==> src/rtl/bullet_pkg.sv <==
// Shared types and sizing for the bullet frame cache.
// Holds the cache entry layout and the scan FSM encoding.
package bullet_pkg;
  localparam int N_BULLETS = 8;
  localparam int IDX_W     = 3;
  localparam int COLOR_W   = 3;

  typedef struct packed {
    logic [7:0]         x;
    logic [7:0]         y;
    logic [7:0]         w;
    logic [7:0]         h;
    logic [COLOR_W-1:0] color;
    logic               render;
  } bullet_entry_t;

  typedef enum logic [1:0] {
    ST_IDLE,
    ST_SCAN,
    ST_SWAP,
    ST_CHECK
  } scan_state_t;
endpackage

==> src/rtl/bullet_rect_test.sv <==
// Combinational rect/rect overlap of a cached entry against a probe rect (a pixel is a 1x1 probe).
// Zero latency; no flow control. 11-bit sums so edges near 255 never wrap.
module bullet_rect_test
  import bullet_pkg::*;
(
  input  bullet_entry_t ent,
  input  logic [9:0]    px,
  input  logic [9:0]    py,
  input  logic [8:0]    pw,
  input  logic [8:0]    ph,
  output logic          overlap
);
  logic [10:0] ex0, ex1, ey0, ey1;
  logic [10:0] px0, px1, py0, py1;
  logic        unused_color;

  assign unused_color = ^ent.color;

  assign ex0 = {3'b000, ent.x};
  assign ex1 = ex0 + {3'b000, ent.w};
  assign ey0 = {3'b000, ent.y};
  assign ey1 = ey0 + {3'b000, ent.h};
  assign px0 = {1'b0, px};
  assign px1 = px0 + {2'b00, pw};
  assign py0 = {1'b0, py};
  assign py1 = py0 + {2'b00, ph};

  // Invisible or zero-area entries never match anything.
  assign overlap = ent.render && (ent.w != 8'd0) && (ent.h != 8'd0) &&
                   (pw != 9'd0) && (ph != 9'd0) &&
                   (px0 < ex1) && (ex0 < px1) &&
                   (py0 < ey1) && (ey0 < py1);
endmodule

==> src/rtl/bullet_frame_cache.sv <==
// Per-frame bullet table snapshot (double-buffered) with 1-cycle pixel hit query; no backpressure.
// Optional heart collision sweep enabled by BULLET_COLLISION_EN; otherwise collide outputs stay 0.
module bullet_frame_cache
  import bullet_pkg::*;
#(
  parameter int SCALE_SHIFT = 1
) (
  input  logic               clk,
  input  logic               rst_n,
  input  logic               frame_start,
  output logic [IDX_W-1:0]   bullet_index,
  input  logic [15:0]        bullet_position,
  input  logic [15:0]        bullet_size,
  input  logic [COLOR_W-1:0] bullet_color,
  input  logic               bullet_is_render,
  input  logic               pix_valid,
  input  logic [9:0]         pix_x,
  input  logic [9:0]         pix_y,
  output logic               pixel_hit,
  output logic [COLOR_W-1:0] pixel_color,
  input  logic [15:0]        heart_position,
  input  logic [15:0]        heart_size,
  output logic               collide,
  output logic [IDX_W-1:0]   collide_index,
  output logic               scan_busy
);
  localparam int CNT_W = IDX_W + 1;
  localparam logic [CNT_W-1:0] CNT_ONE    = CNT_W'(1);
  localparam logic [CNT_W-1:0] SCAN_LAST  = CNT_W'(N_BULLETS);
  localparam logic [CNT_W-1:0] CHECK_LAST = CNT_W'(N_BULLETS - 1);

  scan_state_t        state_q, state_d;
  logic [CNT_W-1:0]   cnt_q, cnt_d;
  logic [IDX_W-1:0]   idx_q, idx_d;
  logic [IDX_W-1:0]   cidx_q, cidx_d;
  logic               sel_q, sel_d;
  logic               collide_q, collide_d;
  logic               pixel_hit_q, pixel_hit_d;
  logic [COLOR_W-1:0] pixel_color_q, pixel_color_d;
  bullet_entry_t      banks_q [2][N_BULLETS];
  bullet_entry_t      banks_d [2][N_BULLETS];
  bullet_entry_t      fetched;
  logic [IDX_W-1:0]   wr_idx;
  logic [N_BULLETS-1:0] pix_cover;
  logic [9:0]         gx, gy;
  logic               chk_hit;

  assign fetched = {bullet_position, bullet_size, bullet_color, bullet_is_render};
  // Bullet answers one cycle after the index, so count k stores entry k-1.
  assign wr_idx  = IDX_W'(cnt_q - CNT_ONE);
  assign gx      = pix_x >> SCALE_SHIFT;
  assign gy      = pix_y >> SCALE_SHIFT;

  for (genvar i = 0; i < N_BULLETS; i++) begin : g_pix
    bullet_rect_test u_pix (
      .ent     (banks_q[sel_q][i]),
      .px      (gx),
      .py      (gy),
      .pw      (9'd1),
      .ph      (9'd1),
      .overlap (pix_cover[i])
    );
  end

`ifdef BULLET_COLLISION_EN
  logic [IDX_W-1:0] chk_idx;
  assign chk_idx = cnt_q[IDX_W-1:0];
  bullet_rect_test u_chk (
    .ent     (banks_q[sel_q][chk_idx]),
    .px      ({2'b00, heart_position[15:8]}),
    .py      ({2'b00, heart_position[7:0]}),
    .pw      ({1'b0, heart_size[15:8]}),
    .ph      ({1'b0, heart_size[7:0]}),
    .overlap (chk_hit)
  );
`else
  logic unused_heart;
  assign unused_heart = ^{heart_position, heart_size};
  assign chk_hit      = 1'b0;
`endif

  always_comb begin
    pixel_hit_d   = 1'b0;
    pixel_color_d = '0;
    for (int i = N_BULLETS - 1; i >= 0; i--) begin
      if (pix_valid && pix_cover[i]) begin
        pixel_hit_d   = 1'b1;
        pixel_color_d = banks_q[sel_q][i].color;
      end
    end
  end

  always_comb begin
    state_d   = state_q;
    cnt_d     = cnt_q;
    idx_d     = idx_q;
    sel_d     = sel_q;
    banks_d   = banks_q;
    collide_d = 1'b0;
    cidx_d    = cidx_q;
    case (state_q)
      ST_IDLE: begin
        if (frame_start) begin
          state_d = ST_SCAN;
          cnt_d   = '0;
          idx_d   = '0;
        end
      end
      ST_SCAN: begin
        if (cnt_q != '0) banks_d[~sel_q][wr_idx] = fetched;
        if (cnt_q < CHECK_LAST) idx_d = IDX_W'(cnt_q + CNT_ONE);
        if (cnt_q == SCAN_LAST) state_d = ST_SWAP;
        else                    cnt_d   = cnt_q + CNT_ONE;
      end
      ST_SWAP: begin
        sel_d = ~sel_q;
        cnt_d = '0;
`ifdef BULLET_COLLISION_EN
        state_d = ST_CHECK;
`else
        state_d = ST_IDLE;
`endif
      end
      ST_CHECK: begin
        if (chk_hit) begin
          collide_d = 1'b1;
          cidx_d    = cnt_q[IDX_W-1:0];
          state_d   = ST_IDLE;
        end else if (cnt_q == CHECK_LAST) begin
          state_d = ST_IDLE;
        end else begin
          cnt_d = cnt_q + CNT_ONE;
        end
      end
      default: state_d = ST_IDLE;
    endcase
  end

  always_ff @(posedge clk or negedge rst_n) begin
    if (!rst_n) begin
      state_q       <= ST_IDLE;
      cnt_q         <= '0;
      idx_q         <= '0;
      cidx_q        <= '0;
      sel_q         <= 1'b0;
      collide_q     <= 1'b0;
      pixel_hit_q   <= 1'b0;
      pixel_color_q <= '0;
      for (int b = 0; b < 2; b++) begin
        for (int i = 0; i < N_BULLETS; i++) banks_q[b][i] <= '0;
      end
    end else begin
      state_q       <= state_d;
      cnt_q         <= cnt_d;
      idx_q         <= idx_d;
      cidx_q        <= cidx_d;
      sel_q         <= sel_d;
      collide_q     <= collide_d;
      pixel_hit_q   <= pixel_hit_d;
      pixel_color_q <= pixel_color_d;
      banks_q       <= banks_d;
    end
  end

  assign bullet_index  = idx_q;
  assign collide       = collide_q;
  assign collide_index = cidx_q;
  assign pixel_hit     = pixel_hit_q;
  assign pixel_color   = pixel_color_q;
  assign scan_busy     = (state_q != ST_IDLE);
endmodule

==> config.mk <==
export PLATFORM = sky130hd
export DESIGN_NAME = bullet_frame_cache
export DESIGN_NICKNAME = d
export VERILOG_FILES = /design/src/rtl/bullet_pkg.sv /design/src/rtl/bullet_rect_test.sv /design/src/rtl/bullet_frame_cache.sv
export SDC_FILE = /design/constraint.sdc
export NUM_CORES = 1
export LEC_CHECK = 0
export BUFFER_PORTS_ARGS = -buffer_cell sky130_fd_sc_hd__buf_4
export CAP_MARGIN = 20
export CORE_ASPECT_RATIO = 1.5
export CORE_MARGIN = 4
export CORE_UTILIZATION = 35
export DETAILED_ROUTE_END_ITERATION = 10
export MAX_ROUTING_LAYER = met4
export PLACE_DENSITY = 0.54
export SLEW_MARGIN = 20
export SYNTH_ARGS = -nofsm -noshare
export SYNTH_HDL_FRONTEND = slang
export SYNTH_SLANG_ARGS = --single-unit
==> constraint.sdc <==
create_clock -name clk -period 7.7 [get_ports clk]
set_input_delay 1.925 -clock clk [delete_from_list [all_inputs] [get_ports clk]]
set_output_delay 1.925 -clock clk [all_outputs]
set_load 0.01 [all_outputs]
# Yosys cells after proc, flatten, opt, wreduce, memory -nomap -nowiden
# Index checks and enable logic that the tools add are counted.
[totals]
reg_bits = 590
input_bits = 92
out_inout_bits = 12
elab_cells = 292
[classes]
add_sub_neg = 20
magnitude_cmp = 38
n_eq_ne = 11
n_mux = 35
n_bitwise = 4
n_reduce_logical = 82
[ops]
columns = ["op", "count"]
rows = [
  ["$mux 288", 4],
  ["$bwmux 576", 1],
  ["$demux 288 s1", 1],
  ["$lt 9x11->1", 16],
  ["$lt 8x11->1", 14],
  ["$add 8x8->9", 16],
  ["$reduce_bool 8->1", 16],
  ["$demux 36 s3", 1],
  ["$logic_and 1x1->1", 58],
  ["$mux 36", 1],
  ["$mux 3", 10],
  ["$add 9x1->10 const B", 2],
  ["$lt 8x10->1", 2],
  ["$pmux 4 s4", 1],
  ["$mux 4", 3],
  ["$ne 2x2->1 const B", 6],
  ["$reduce_and 3->1", 3],
  ["$mux 1", 8],
  ["$pmux 2 s4", 1],
  ["$mux 2", 3],
  ["$pmux 3 s2", 1],
  ["$add 4x1->4 const B", 1],
  ["$eq 2x2->1 const B", 2],
  ["$eq 4x3->1 const B", 1],
  ["other kinds (15)", 18],
]

# Longest topological paths before layout
[logic_depth]
depth_word = 20
ltp_mapped = 30
ltp_nobuf = 22

# Hierarchy
# A second synthesis with hierarchy kept.
[unflattened]
cells_unflattened = 3715
area_unflattened_um2 = 42229.3
[modules_own_cells]
columns = ["module", "n_inst", "cells_each", "area_each_um2", "seq_area_each_um2"]
rows = [
  ["bullet_frame_cache", 1, 1700, 26038.7, 14764.2],
  ["bullet_rect_test at g_pix[0].u_pix ...", 5, 253, 2018.2, 0.0],
  ["bullet_rect_test at g_pix[1].u_pix ...", 2, 247, 2023.2, 0.0],
  ["bullet_rect_test at g_pix[7].u_pix", 1, 256, 2053.2, 0.0],
]

# Worst setup path after synthesis
# Ideal clock, no wire load.
[synth_timing]
path_type = "register to register"
from = "reg sel_q"
to = "reg pixel_color_q[0] (netlist: pixel_color[0])"
setup_time_ns = 0.130
t_arrival_ns = 5.455
required_time_ns = 7.570
path_slack_ns = 2.115
stages_incl_launch_ff = 28
path_buffers = 9
synth_period_minus_slack_ns = 5.585
path_cell_list = "dfrtp_1 buf_6 buf_6 buf_4 buf_4 buf_4 buf_2 buf_2 buf_2 buf_2 mux2_2 fa_1 a21oi_1 nor2_1 nor2_1 o21bai_1 a21oi_1 o21bai_1 a21oi_1 ha_1 a221oi_2 nand3_1 a2111oi_2 nand2_1 nor4_4 nor2_1 a311oi_1 o31ai_1"
[synth_between]
elab_chain_cells = 20
word_cells_on_any_way = 132
cone_classes = "16 x add/sub; 32 x order compare; 11 x mux; 1 x bitwise; 72 x reduce/logical"
[synth_rtl]
columns = ["element", "line", "source"]
rows = [
  ["from (decl)", "bullet_frame_cache.sv:36", "logic sel_q, sel_d;"],
  ["from (signal assigned)", "bullet_frame_cache.sv:157", "sel_q <= sel_d;"],
  ["$not 1->2 (implied by the code) (*)", "bullet_frame_cache.sv:56, bullet_frame_cache.sv:88", ""],
  ["$mux 288 (implied by the code) (*) (3 in a row)", "bullet_frame_cache.sv:88", "pixel_color_d = banks_q[sel_q][i].color;"],
  ["parallel branches: the longest is 15 deep, another holds $lt 9x11->1", "-", ""],
  ["$mux 3 (*)", "bullet_frame_cache.sv:86", "if (pix_valid && pix_cover[i]) begin"],
  ["net pixel_color_d[0]", "bullet_frame_cache.sv:39", "logic [COLOR_W-1:0] pixel_color_q, pixel_color_d;"],
  ["to (signal assigned)", "bullet_frame_cache.sv:160", "pixel_color_q <= pixel_color_d;"],
  ["to (decl)", "bullet_frame_cache.sv:39", ""],
]
# Mark *: on every way through the listed nets, which the timed path passes. The select of a mux whose other input is x is not followed.
# A chain may end at the register's enable or synchronous reset.

# Worst setup path in the final report
# Same ends and word-level chain as after synthesis.

==> qor.json <==
{
  "status": "finished clean",
  "placed_cell_area_um2": 38200,
  "arrival_ps": 6530,
  "totalWireLength_mm": 96.5,
  "setup_viol": 0,
  "detailed_placement_hpwl_mm": 71.4,
  "timing.critical_path.from": "sel_q",
  "yosys_warnings": 0,
  "timing.hold.worst.start": "banks_q[542]",
  "initial_core_util_pct": 35.3,
  "yosys.area.top_type_share_pct": 40.7,
  "flow.area_growth_from_synthesis_pct": 11.0,
  "layout_commonest_cell": "sky130_fd_sc_hd__mux2_2",
  "number_of_nets_with_antenna_violations_after_detailed_routing": 0,
  "flip_flop_cell_with_the_highest_count_after_synthesis": "sky130_fd_sc_hd__dfrtp_1",
  "width_of_the_die_um": 271,
  "worstSetupPathType": "register to register",
  "post_cts_hold_buffer_count": 0,
  "die-area_um2": 109000,
  "setup_bufs_post_cts": 0,
  "via_count": 23000,
  "io_pins": 104,
  "maxSlewViolCount": 0,
  "cts-buffers-inserted": 59,
  "endpoint_required_time_on_the_critical_path_ps": 8240,
  "finalNetCount": 3512,
  "synth.area.top_cells": "sky130_fd_sc_hd__dfrtp_1 41%, sky130_fd_sc_hd__mux2_2 26%, sky130_fd_sc_hd__ha_1 13%",
  "clk_path_buf_depth": 3,
  "worst_r2r_endpoint": "pixel_color[0]",
  "clk_root_buffer_cell": "sky130_fd_sc_hd__clkbuf_16",
  "yosys_register_bits": 590,
  "final_period_minus_worst_setup_slack_ps": 5990,
  "critPathMaxFanout": 52,
  "r2r.worst_path.cells": 20,
  "yosysSeqAreaShare_pct": 40.7,
  "insertion_delay_ps": 650,
  "clk_transition_reported_paths_ps": 70,
  "final_layout_size_suffix_gt1_share_pct": 35.1,
  "first_iter_violations": 1017,
  "endpoint_type_of_the_worst_setup_path": "register",
  "placeableCoreArea_um2": 103000,
  "grt_pass1_vias": 23900,
  "avgSynthCellArea_um2": 12.1,
  "detail_route.first_pass.iterations": 5,
  "globalRouteTotalUtil_pct": 18.2,
  "fmax_mhz": 167,
  "avgViaCountPerCell": 5.24,
  "worst_setup_path_start_kind": "register",
  "numClockSinks": 590,
  "grt.overflow.total": 0,
  "yosys.cell_types.count": 77,
  "syn-cell-area_um2": 36200,
  "synthCells": 3000,
  "n_antenna_cell": 0,
  "buffers_added_on_ports": 65,
  "cts_tree": "done",
  "wire_length_of_the_first_global_routing_pass_mm": 149,
  "setup_tns_ps": 0,
  "regToRegStartpoint": "sel_q",
  "period_share_pct": 77.8,
  "layout_common_cells": "835 x sky130_fd_sc_hd__mux2_2, 589 x sky130_fd_sc_hd__dfrtp_1, 373 x sky130_fd_sc_hd__ha_1, 164 x sky130_fd_sc_hd__a21oi_1, 100 x sky130_fd_sc_hd__inv_1",
  "final.setup_skew_ps": 17.7,
  "slew-limit-headroom_pct": 27.2,
  "grt_setup_unrepaired": "false",
  "stdcell_area_um2": 40200,
  "wl_per_cell_um": 22.0,
  "worstHoldPathCells": 1,
  "worst-r2r-setup-slack_ps": 1710,
  "hold_path.class": "register to register",
  "htree_num_levels": 2,
  "drc": 0,
  "synth_edf_count": 0,
  "fp.dieH_um": 402,
  "setup.worst_path.end": "pixel_color[0]",
  "worst_slew_pin_slew_ps": 1090,
  "gpl.final_weighted_congestion": 0.819,
  "grt_max_degree": 143,
  "synth_top_cell_by_area": "sky130_fd_sc_hd__dfrtp_1",
  "post_cts_resized": 0,
  "grt_antenna_before_repair": 0,
  "async_set_or_reset_register_ratio_after_synthesis_pct": 100,
  "rows": 144,
  "place_ws_ps": 1570,
  "timing_hold_violations_final": 0,
  "finalWorstSetupSlack_ps": 1710,
  "max-cap-violations": 0
}
-- worst max-delay path, cell delays in order, from the launching register on --
cell and delay (ps):
sky130_fd_sc_hd__dfrtp_4 880, sky130_fd_sc_hd__buf_12 360, sky130_fd_sc_hd__mux2_2 410, sky130_fd_sc_hd__ha_1 240
sky130_fd_sc_hd__fa_1 410, sky130_fd_sc_hd__a21oi_1 180, sky130_fd_sc_hd__nor2_1 50, sky130_fd_sc_hd__nor2_1 160
sky130_fd_sc_hd__o21bai_1 90, sky130_fd_sc_hd__a21oi_1 240, sky130_fd_sc_hd__o21bai_1 100, sky130_fd_sc_hd__a21oi_1 170
sky130_fd_sc_hd__ha_1 270, sky130_fd_sc_hd__a221oi_2 310, sky130_fd_sc_hd__nand3_1 120, sky130_fd_sc_hd__a2111oi_2 320
sky130_fd_sc_hd__nand2_1 150, sky130_fd_sc_hd__nor4_4 560, sky130_fd_sc_hd__mux2i_1 320, sky130_fd_sc_hd__a311oi_1 90
sky130_fd_sc_hd__o31ai_1 330
-- through the flow --
step	std cells	hold slack, ps	utilization, %
2_1_floorplan	3003	471	-
3_3_place_gp	4283	480	37.2
3_5_place_dp	4283	486	37.2
4_1_cts	4390	500	39.2
5_1_grt	4391	509	39.2
6_report	4391	499	39.2
-- how the worst min path moves through the flow --
| stage | endpoint |
|---|---|
| 2_1_floorplan | banks_q[470] |
| 3_3_place_gp | banks_q[524] |
| 3_5_place_dp | banks_q[542] |
| 4_1_cts | banks_q[542] |
| 5_1_grt | banks_q[187] |
| 6_report | banks_q[542] |
-- registers in the layout, summed over array words and instances (netlist names) --
register and flops:
banks_q 576, cnt_q 4, bullet_index 3, pixel_color 3
state_q 2, pixel_hit 1, sel_q 1
-- routing by layer --
metal | part of all wire [%] | up-vias | routed length (µm) | track usage [%]
met3 | 1.9 | 143 | 1820 | 1.74
met5 | 0 | - | 0 | -
met2 | 55 | 250 | 52900 | 34.4
met4 | 3.4 | 0 | 3280 | 5.76
li1 | - | 11100 | - | -
met1 | 40 | 11500 | 38500 | 20.1
-- cell families (layout without fill, tap and decap cells) --
family | Yosys count | after routing | synth area share (%)
adders and majority gates | 389 | 389 | 13.8
AOI/OAI and AO/OA | 469 | 469 | 8.36
DFF | 590 | 590 | 40.7
and+or+nand+nor | 332 | 332 | 4.64
xor gates and xnor gates | 110 | 110 | 2.66
buffers and inverters | 240 | 314 | 2.93
other | 1 | 4 | 0.0103
muxes | 869 | 869 | 26.9
-- cell usage after synthesis, types with 31 or more instances --
cell type                    n
sky130_fd_sc_hd__clkbuf_1   90
sky130_fd_sc_hd__buf_2      31
sky130_fd_sc_hd__dfrtp_1   590
sky130_fd_sc_hd__nor3_1     45
sky130_fd_sc_hd__inv_1     100
sky130_fd_sc_hd__o21bai_1   56
sky130_fd_sc_hd__nand2_1    55
sky130_fd_sc_hd__a21o_1     43
sky130_fd_sc_hd__a21oi_1   164
sky130_fd_sc_hd__mux2_2    835
sky130_fd_sc_hd__xnor2_1    84
sky130_fd_sc_hd__o21ai_0    64
sky130_fd_sc_hd__ha_1      373
sky130_fd_sc_hd__nor2_1     99
sky130_fd_sc_hd__nor4_1     38
-- area by class of cell --
class	instances	area, µm²
inverters	100	375
clock buffers	84	1740
flip-flops and latches	590	14800
repair buffers	107	923
well taps	1314	1640
fillers	9876	62500
clock inverters	23	263
multi-input cells	2173	20500
Power is left out: the tool's default activity adds up to more than one toggle a clock period on the data nets, which glitch-free logic cannot reach.
